### src/rtl/fetch_pkg.sv
`default_nettype none
// ============================================================================
// Module      : fetch_pkg
// Description : Shared constants and FSM encoding for the instruction fetch
//               stage.
// Revision    : 1.0 - initial release
// ============================================================================
package fetch_pkg;

  // Default first fetch address after reset
  localparam logic [31:0] RESET_PC_DEFAULT = 32'h0000_0000;

  // Clears the byte offset so every fetch address is word aligned
  localparam logic [31:0] WORD_ALIGN_MASK = 32'hFFFF_FFFC;

  // Fetch stride in bytes
  localparam logic [31:0] WORD_BYTES = 32'd4;

  // Fetch control states
  typedef enum logic [0:0] {
    BOOT = 1'b0,
    RUN  = 1'b1
  } fetch_state_t;

endpackage : fetch_pkg
`default_nettype wire

### src/rtl/inst_fetch_sync_fifo.sv
`default_nettype none
// ============================================================================
// Module      : sync_fifo
// Description : Single-clock FIFO with push, pop, flush and occupancy count.
//               Head data is a direct read of the oldest entry.
// Revision    : 1.0 - initial release
// ============================================================================
module sync_fifo #(
  parameter int DEPTH = 4,
  parameter int WIDTH = 64
) (
  input  logic                     clk,
  input  logic                     reset,
  input  logic                     push,
  input  logic [WIDTH-1:0]         push_data,
  input  logic                     pop,
  input  logic                     flush,
  output logic [WIDTH-1:0]         head,
  output logic                     full,
  output logic                     empty,
  output logic [$clog2(DEPTH):0]   count
);

  localparam int AW = $clog2(DEPTH);
  localparam int CW = AW + 1;

  logic [WIDTH-1:0] mem [DEPTH];
  logic [AW-1:0]    wr_ptr;
  logic [AW-1:0]    rd_ptr;
  logic             push_ok;
  logic             pop_ok;

  assign full    = (count == CW'(DEPTH));
  assign empty   = (count == '0);
  assign push_ok = push & ~full;
  assign pop_ok  = pop & ~empty;
  assign head    = mem[rd_ptr];

  // Pointer and count bookkeeping; flush empties the FIFO in one cycle
  always_ff @(posedge clk or negedge reset) begin
    if (!reset) begin
      wr_ptr <= '0;
      rd_ptr <= '0;
      count  <= '0;
    end else if (flush) begin
      wr_ptr <= '0;
      rd_ptr <= '0;
      count  <= '0;
    end else begin
      if (push_ok) wr_ptr <= wr_ptr + AW'(1);
      if (pop_ok)  rd_ptr <= rd_ptr + AW'(1);
      count <= count + CW'(push_ok) - CW'(pop_ok);
    end
  end

  // Storage array; contents need no reset since count gates visibility
  always_ff @(posedge clk) begin
    if (push_ok && !flush) mem[wr_ptr] <= push_data;
  end

endmodule : sync_fifo
`default_nettype wire

### src/rtl/inst_fetch.sv
`default_nettype none
// ============================================================================
// Module      : inst_fetch
// Description : Instruction fetch stage. Issues word requests under a credit
//               limit, tags responses with their PC, buffers them and hands
//               them to decode. A redirect flushes everything and turns the
//               still-pending responses into drops.
// Revision    : 1.0 - initial release
// ============================================================================
module inst_fetch
  import fetch_pkg::*;
#(
  parameter int          DEPTH    = 4,
  parameter logic [31:0] RESET_PC = RESET_PC_DEFAULT
) (
  input  logic        clk,
  input  logic        reset,
  output logic        imem_req,
  output logic [31:0] imem_addr,
  input  logic        imem_gnt,
  input  logic        imem_rvalid,
  input  logic [31:0] imem_rdata,
  output logic        inst_valid,
  output logic [31:0] inst,
  output logic [31:0] inst_pc,
  input  logic        inst_ready,
  input  logic        redirect,
  input  logic [31:0] redirect_pc
);

  localparam int CW = $clog2(DEPTH) + 1;
  localparam int SW = CW + 2;

  fetch_state_t    state;
  fetch_state_t    state_nxt;
  logic            fetch_en;

  logic [31:0]     fetch_pc;
  logic [CW-1:0]   outstanding;
  logic [CW-1:0]   drop;
  logic [CW-1:0]   drop_redirect;
  logic [SW-1:0]   credit_used;

  logic            issue;
  logic            resp_live;
  logic            resp_drop;
  logic            head_pop;
  logic            slot_free;
  logic            load_from_q;
  logic            load_from_resp;

  logic            q_push;
  logic [63:0]     q_head;
  logic            q_full;
  logic            q_empty;
  logic [CW-1:0]   q_count;

  logic [31:0]     tag_head;
  logic            tag_full;
  logic            tag_empty;
  logic [CW-1:0]   tag_count;

  // Credit accounting keeps both FIFOs from overflowing or underflowing,
  // so their status flags are not consulted.
  logic            unused_bits;
  assign unused_bits = ^{q_full, tag_full, tag_empty, tag_count, redirect_pc[1:0]};

  assign issue     = imem_req & imem_gnt;
  // A response during a redirect is always stale, so it is never accepted
  assign resp_live = imem_rvalid & (drop == '0) & ~redirect;
  assign resp_drop = imem_rvalid & (drop != '0);
  assign head_pop  = inst_valid & inst_ready;
  assign slot_free = ~inst_valid | head_pop;

  // The output register is refilled from the queue first; a response only
  // bypasses straight to it when nothing older is waiting.
  assign load_from_q    = slot_free & ~q_empty & ~redirect;
  assign load_from_resp = slot_free & q_empty & resp_live;
  assign q_push         = resp_live & ~load_from_resp;

  // Every slot is reserved at issue: queued, in flight, or awaiting drop
  assign credit_used = SW'(q_count) + SW'(inst_valid) + SW'(outstanding) + SW'(drop);
  assign imem_req    = fetch_en & (credit_used < SW'(DEPTH));
  assign imem_addr   = fetch_pc;

  assign drop_redirect = outstanding + drop + CW'(issue) - CW'(imem_rvalid);

  sync_fifo #(
    .DEPTH (DEPTH),
    .WIDTH (64)
  ) u_inst_q (
    .clk       (clk),
    .reset     (reset),
    .push      (q_push),
    .push_data ({tag_head, imem_rdata}),
    .pop       (load_from_q),
    .flush     (redirect),
    .head      (q_head),
    .full      (q_full),
    .empty     (q_empty),
    .count     (q_count)
  );

  sync_fifo #(
    .DEPTH (DEPTH),
    .WIDTH (32)
  ) u_tag_q (
    .clk       (clk),
    .reset     (reset),
    .push      (issue),
    .push_data (fetch_pc),
    .pop       (resp_live),
    .flush     (redirect),
    .head      (tag_head),
    .full      (tag_full),
    .empty     (tag_empty),
    .count     (tag_count)
  );

  // FSM state register
  always_ff @(posedge clk or negedge reset) begin
    if (!reset) state <= BOOT;
    else        state <= state_nxt;
  end

  // FSM next state: one idle cycle after reset, then run forever
  always_comb begin
    state_nxt = state;
    case (state)
      BOOT:    state_nxt = RUN;
      RUN:     state_nxt = RUN;
      default: state_nxt = BOOT;
    endcase
  end

  // FSM outputs: fetching is only permitted in RUN
  always_comb begin
    fetch_en = 1'b0;
    if (state == RUN) fetch_en = 1'b1;
  end

  // Fetch PC, in-flight and drop counters
  always_ff @(posedge clk or negedge reset) begin
    if (!reset) begin
      fetch_pc    <= RESET_PC;
      outstanding <= '0;
      drop        <= '0;
    end else if (redirect) begin
      fetch_pc    <= redirect_pc & WORD_ALIGN_MASK;
      outstanding <= '0;
      drop        <= drop_redirect;
    end else begin
      if (issue) fetch_pc <= fetch_pc + WORD_BYTES;
      outstanding <= outstanding + CW'(issue) - CW'(resp_live);
      drop        <= drop - CW'(resp_drop);
    end
  end

  // Registered head presented to decode
  always_ff @(posedge clk or negedge reset) begin
    if (!reset) begin
      inst_valid <= 1'b0;
      inst       <= '0;
      inst_pc    <= '0;
    end else if (redirect) begin
      inst_valid <= 1'b0;
    end else if (load_from_q) begin
      inst_valid <= 1'b1;
      inst_pc    <= q_head[63:32];
      inst       <= q_head[31:0];
    end else if (load_from_resp) begin
      inst_valid <= 1'b1;
      inst_pc    <= tag_head;
      inst       <= imem_rdata;
    end else if (head_pop) begin
      inst_valid <= 1'b0;
    end
  end

endmodule : inst_fetch
`default_nettype wire
### config.mk
export PLATFORM = sky130hd
export DESIGN_NAME = inst_fetch
export DESIGN_NICKNAME = d
export VERILOG_FILES = /design/src/rtl/fetch_pkg.sv /design/src/rtl/inst_fetch_sync_fifo.sv /design/src/rtl/inst_fetch.sv
export SDC_FILE = /design/constraint.sdc
export NUM_CORES = 1
export LEC_CHECK = 0
export BUFFER_PORTS_ARGS = -buffer_cell sky130_fd_sc_hd__buf_2
export CAP_MARGIN = 40
export CORE_MARGIN = 2
export CORE_UTILIZATION = 54
export CTS_CLUSTER_DIAMETER = 30
export DETAILED_ROUTE_END_ITERATION = 10
export PLACE_DENSITY = 0.76
export SLEW_MARGIN = 0
export SYNTH_ARGS = -nofsm -noshare
export SYNTH_HDL_FRONTEND = slang
export SYNTH_SLANG_ARGS = --single-unit
export TNS_END_PERCENT = 5
### constraint.sdc
create_clock -name clk -period 3.7 [get_ports clk]
set_input_delay 0.37 -clock clk [delete_from_list [all_inputs] [get_ports clk]]
set_output_delay 0.37 -clock clk [all_outputs]
set_load 0.05 [all_outputs]
==> impl_summary.md <==
Status
The run finished with clean final reports.

Synth
For this run, the leading register cell type out of synthesis is sky130_fd_sc_hd__edfxtp_1. The netlist area before placement is 19,330 um2. Yosys mapped a number of flops with a built-in enable equal to 368. The sequential-to-total area share from yosys stat is 71.91%. Each instance of the synthesized netlist takes up on average 17.53 um2. The number of warnings reported in the yosys synthesis log is 0. For this run, asynchronously set or reset flops after synthesis account for 23.65%. The register bit total from synthesis is 482. Synthesis instantiated 46 different standard cells from the library.

The post-synthesis cell count is 1,103.

Layout
Once layout is done, the placed cells without fillers occupy 24,460 um2. The area growth from synthesis to final layout is 26.53%. The most common library cell in the layout ignoring fill and taps is sky130_fd_sc_hd__edfxtp_1. The proportion of layout cells with a drive suffix above 1 is 31.20%. The final design utilization is 69.11%.

0 antenna diodes ended up in the layout. In the layout the commonest cells are 368 x sky130_fd_sc_hd__edfxtp_1, 160 x sky130_fd_sc_hd__buf_2, 111 x sky130_fd_sc_hd__dfrtp_1, 92 x sky130_fd_sc_hd__mux4_2, 90 x sky130_fd_sc_hd__nor2_1. The net count of the finished layout is 1,461.

Critical path
The critical path arrival is 3.88 ns. The setup slack of the worst register-to-register path is 0.34 ns. The largest fanout of any net on the critical path is 11. The number of cells on the worst reg-to-reg path is 8. The start-to-end type of the worst setup path is flop to flop. The required time of the worst setup path is 4.22 ns. The element type at the critical path end is a flop. The type of element launching the critical path is a flop.

STA
Setup repair after global routing left no endpoint under its margin. The number of hold-slack violations in the final timing report is 0. For the finished layout, the period the worst path requires is 3.360 ns. Static timing analysis puts the maximum clock frequency at 297.6 MHz. The final critical-path share of the clock period is 90.82%. The setup-violating endpoint count in the final report is 0.

The number of max-slew violations in the final report is 0. After routing, the total negative slack on setup checks comes to 0 ns. The slew at the pin closest to its max-slew limit is 0.7465 ns. Measured against its own limit, the worst slew margin works out to 50.09%. The setup clock skew after layout is 0.03057 ns.

Power
The standby leakage power is 8.764 nW. The switching power is 0.006274 W. The worst-case IR drop observed on VDD is 0.6737 mV. For this design the ratio of total power to cell area is 822.5 nW/um2. Of the total power, combinational logic draws 23.4%. Per report_power, the sequential group accounts for 34.5% of the total.

The share of total power in the clock network is 42.1%. The switching power share of the total is 31.18%. The internal power is 0.01385 W.

Placement
Summing all placed instances gives a cell area of 20,940 um2. The final weighted congestion in routability-driven placement is 0.8159. The post-DP HPWL is 22.89 mm. The number of buffers added on ports is 161.

Global route
The largest net degree at the start of global routing is 63. The number of antenna violations at the first check in global routing is 0. The first-pass GRT wire length is 64.43 mm. The number of global-route vias before repair is 11,540.

Global routing used 22.15% of the available tracks. The total overflow left after global routing is 0.

CTS
After clock tree synthesis, the repair step resized 0 gates. The register clock-pin slew on the reported worst setup and hold paths is 0.05 ns. The clock net in this run drives a total of 482 sinks. The clock tree from TritonCTS is yes.

The insertion delay of the later-clocked pin in the worst-skew pair is 0.61 ns. The H-tree was split into 3 levels. The TritonCTS buffer count is 88. The maximum count of clock buffers along a single path is 3.

The buffer cell driving the clock tree root is sky130_fd_sc_hd__clkbuf_16.

Detailed routing
For this block, the via count after detailed routing is 10,868. The total length of routed wires is 40.51 mm. The number of remaining DRC errors is 0. After detailed routing, the average wire length per cell comes to 21.36 um. Before antenna repair, the detailed router went through 5 iterations. The via-per-instance ratio is 5.729.

The count of nets left with antenna violations once routing finished came out at 0. The detailed router finished its first iteration with 869 violations.

Floorplanning
The initial core utilization is 54.62%. The overall die width is 193.2 um. The die covers 37,330 um2.

168 I/O pins were placed. The height of the die is 193.2 um. The total core area is 35,400 um2. The row count is 69.

Flow run
Across the run, the number of max-cap violations was 0.

Min path
Counting instances, the worst hold path has a depth of 1. The worst hold path class is primary input to flop.
registers in the layout, indices dropped and copies added (netlist names), 2 cells and up:
| name | count |
|---|---|
| drop | 3 |
| u_tag_q.wr_ptr | 2 |
| u_inst_q.wr_ptr | 2 |
| u_tag_q.mem | 120 |
| inst_pc | 30 |
| imem_addr | 30 |
| u_tag_q.count | 3 |
| u_inst_q.rd_ptr | 2 |
| u_inst_q.mem | 248 |
| inst | 32 |
| u_tag_q.rd_ptr | 2 |
| outstanding | 3 |
| u_inst_q.count | 3 |
critical path: stages, from the launching register on:
cell	delay (ns)
sky130_fd_sc_hd__dfrtp_1	0.45
sky130_fd_sc_hd__fa_1	0.50
sky130_fd_sc_hd__ha_1	0.23
sky130_fd_sc_hd__nor4b_1	0.37
sky130_fd_sc_hd__nand4_2	0.31
sky130_fd_sc_hd__inv_2	0.28
sky130_fd_sc_hd__nand3_1	0.37
sky130_fd_sc_hd__or4_1	0.59
sky130_fd_sc_hd__a31oi_1	0.18
power by group through the flow:
stage	clock network (W)	registers, W	logic, W
global route	0.00888	0.00702	0.00505
floorplan	0	0.00815	0.00228
global placement	0	0.00700	0.00453
detailed placement	0	0.00703	0.00464
finish	0.00847	0.00694	0.00471
CTS	0.00859	0.00695	0.00475
timing repair:
action                    in CTS  in global routing
buffers inserted               0                  0
hold buffers                  32                  1
hold endpoints to repair     133                  1
logic make-up (layout without fill, tap and decap cells):
group	after synthesis	count (layout)	share of synthesized area, %
DFF	482	482	71.91
AOI/OAI and AO/OA	109	109	3.022
and+or+nand+nor	204	204	5.307
xor gates and xnor gates	34	34	1.540
buffers and inverters	85	415	1.844
adders and majority gates	30	30	2.252
muxes	157	157	14.08
other	2	5	0.03884
per-stage QoR:
| step | power [W] | instances | hold WS (ns) | setup slack, ns |
|---|---|---|---|---|
| finish | 0.02012 | 1897 | 0.01970 | 0.3398 |
| global route | 0.02096 | 1897 | 0.007540 | 0.2050 |
| CTS | 0.02030 | 1896 | 0.0005994 | 0.3637 |
| detailed placement | 0.01167 | 1699 | 0.2153 | 0.3905 |
| global placement | 0.01153 | 1697 | 0.5006 | 0.4651 |
| floorplan | 0.01043 | 1106 | 0.07441 | 0.2393 |
area by class of cell:
cell class / count / area (um2)
Sequential cell: 482 / 13910
Inverter: 26 / 97.59
Clock inverter: 57 / 843.3
Fill cell: 2249 / 10930
Tap cell: 461 / 576.8
Timing Repair Buffer: 224 / 1579
Clock buffer: 108 / 2349
Multi-Input combinational cell: 539 / 5109
synthesized netlist by cell type (all sizes together), types with 9 or more instances:
master	n	share of area, %
edfxtp	368	57
dfrtp	114	15
mux4	92	11
nor2	90	1.7
a21oi	66	1.7
mux2i	65	3.4
nand2	36	0.70
clkbuf	30	0.58
buf	29	0.76
inv	26	0.50
o21ai	25	0.65
xnor2	25	1.1
ha	22	1.4
nand3	13	0.34
nand4	9	0.32
nor3	9	0.28
xor2	9	0.41
metal layers:
metal / vias up / GRT usage (%) / part of all wire, %
met1: 5589 / 30.51 / 43
met4: 0 / 7.040 / 1.7
met2: 402 / 35.85 / 49
li1: 4816 / - / -
met3: 61 / 4.759 / 6.2
met5: - / 0 / 0
final timing paths:
kind | start | to
max | outstanding[1] | imem_addr[26]
min | imem_rdata[26] | u_inst_q.mem[1][26]
max reg2reg | outstanding[1] | imem_addr[26]
min reg2reg | inst_pc[20] | inst_pc[20]
min in group asynchronous | reset | imem_addr[27]
max in group asynchronous | reset | inst_pc[29]
Note: power is estimated with default switching activity, not from simulation.
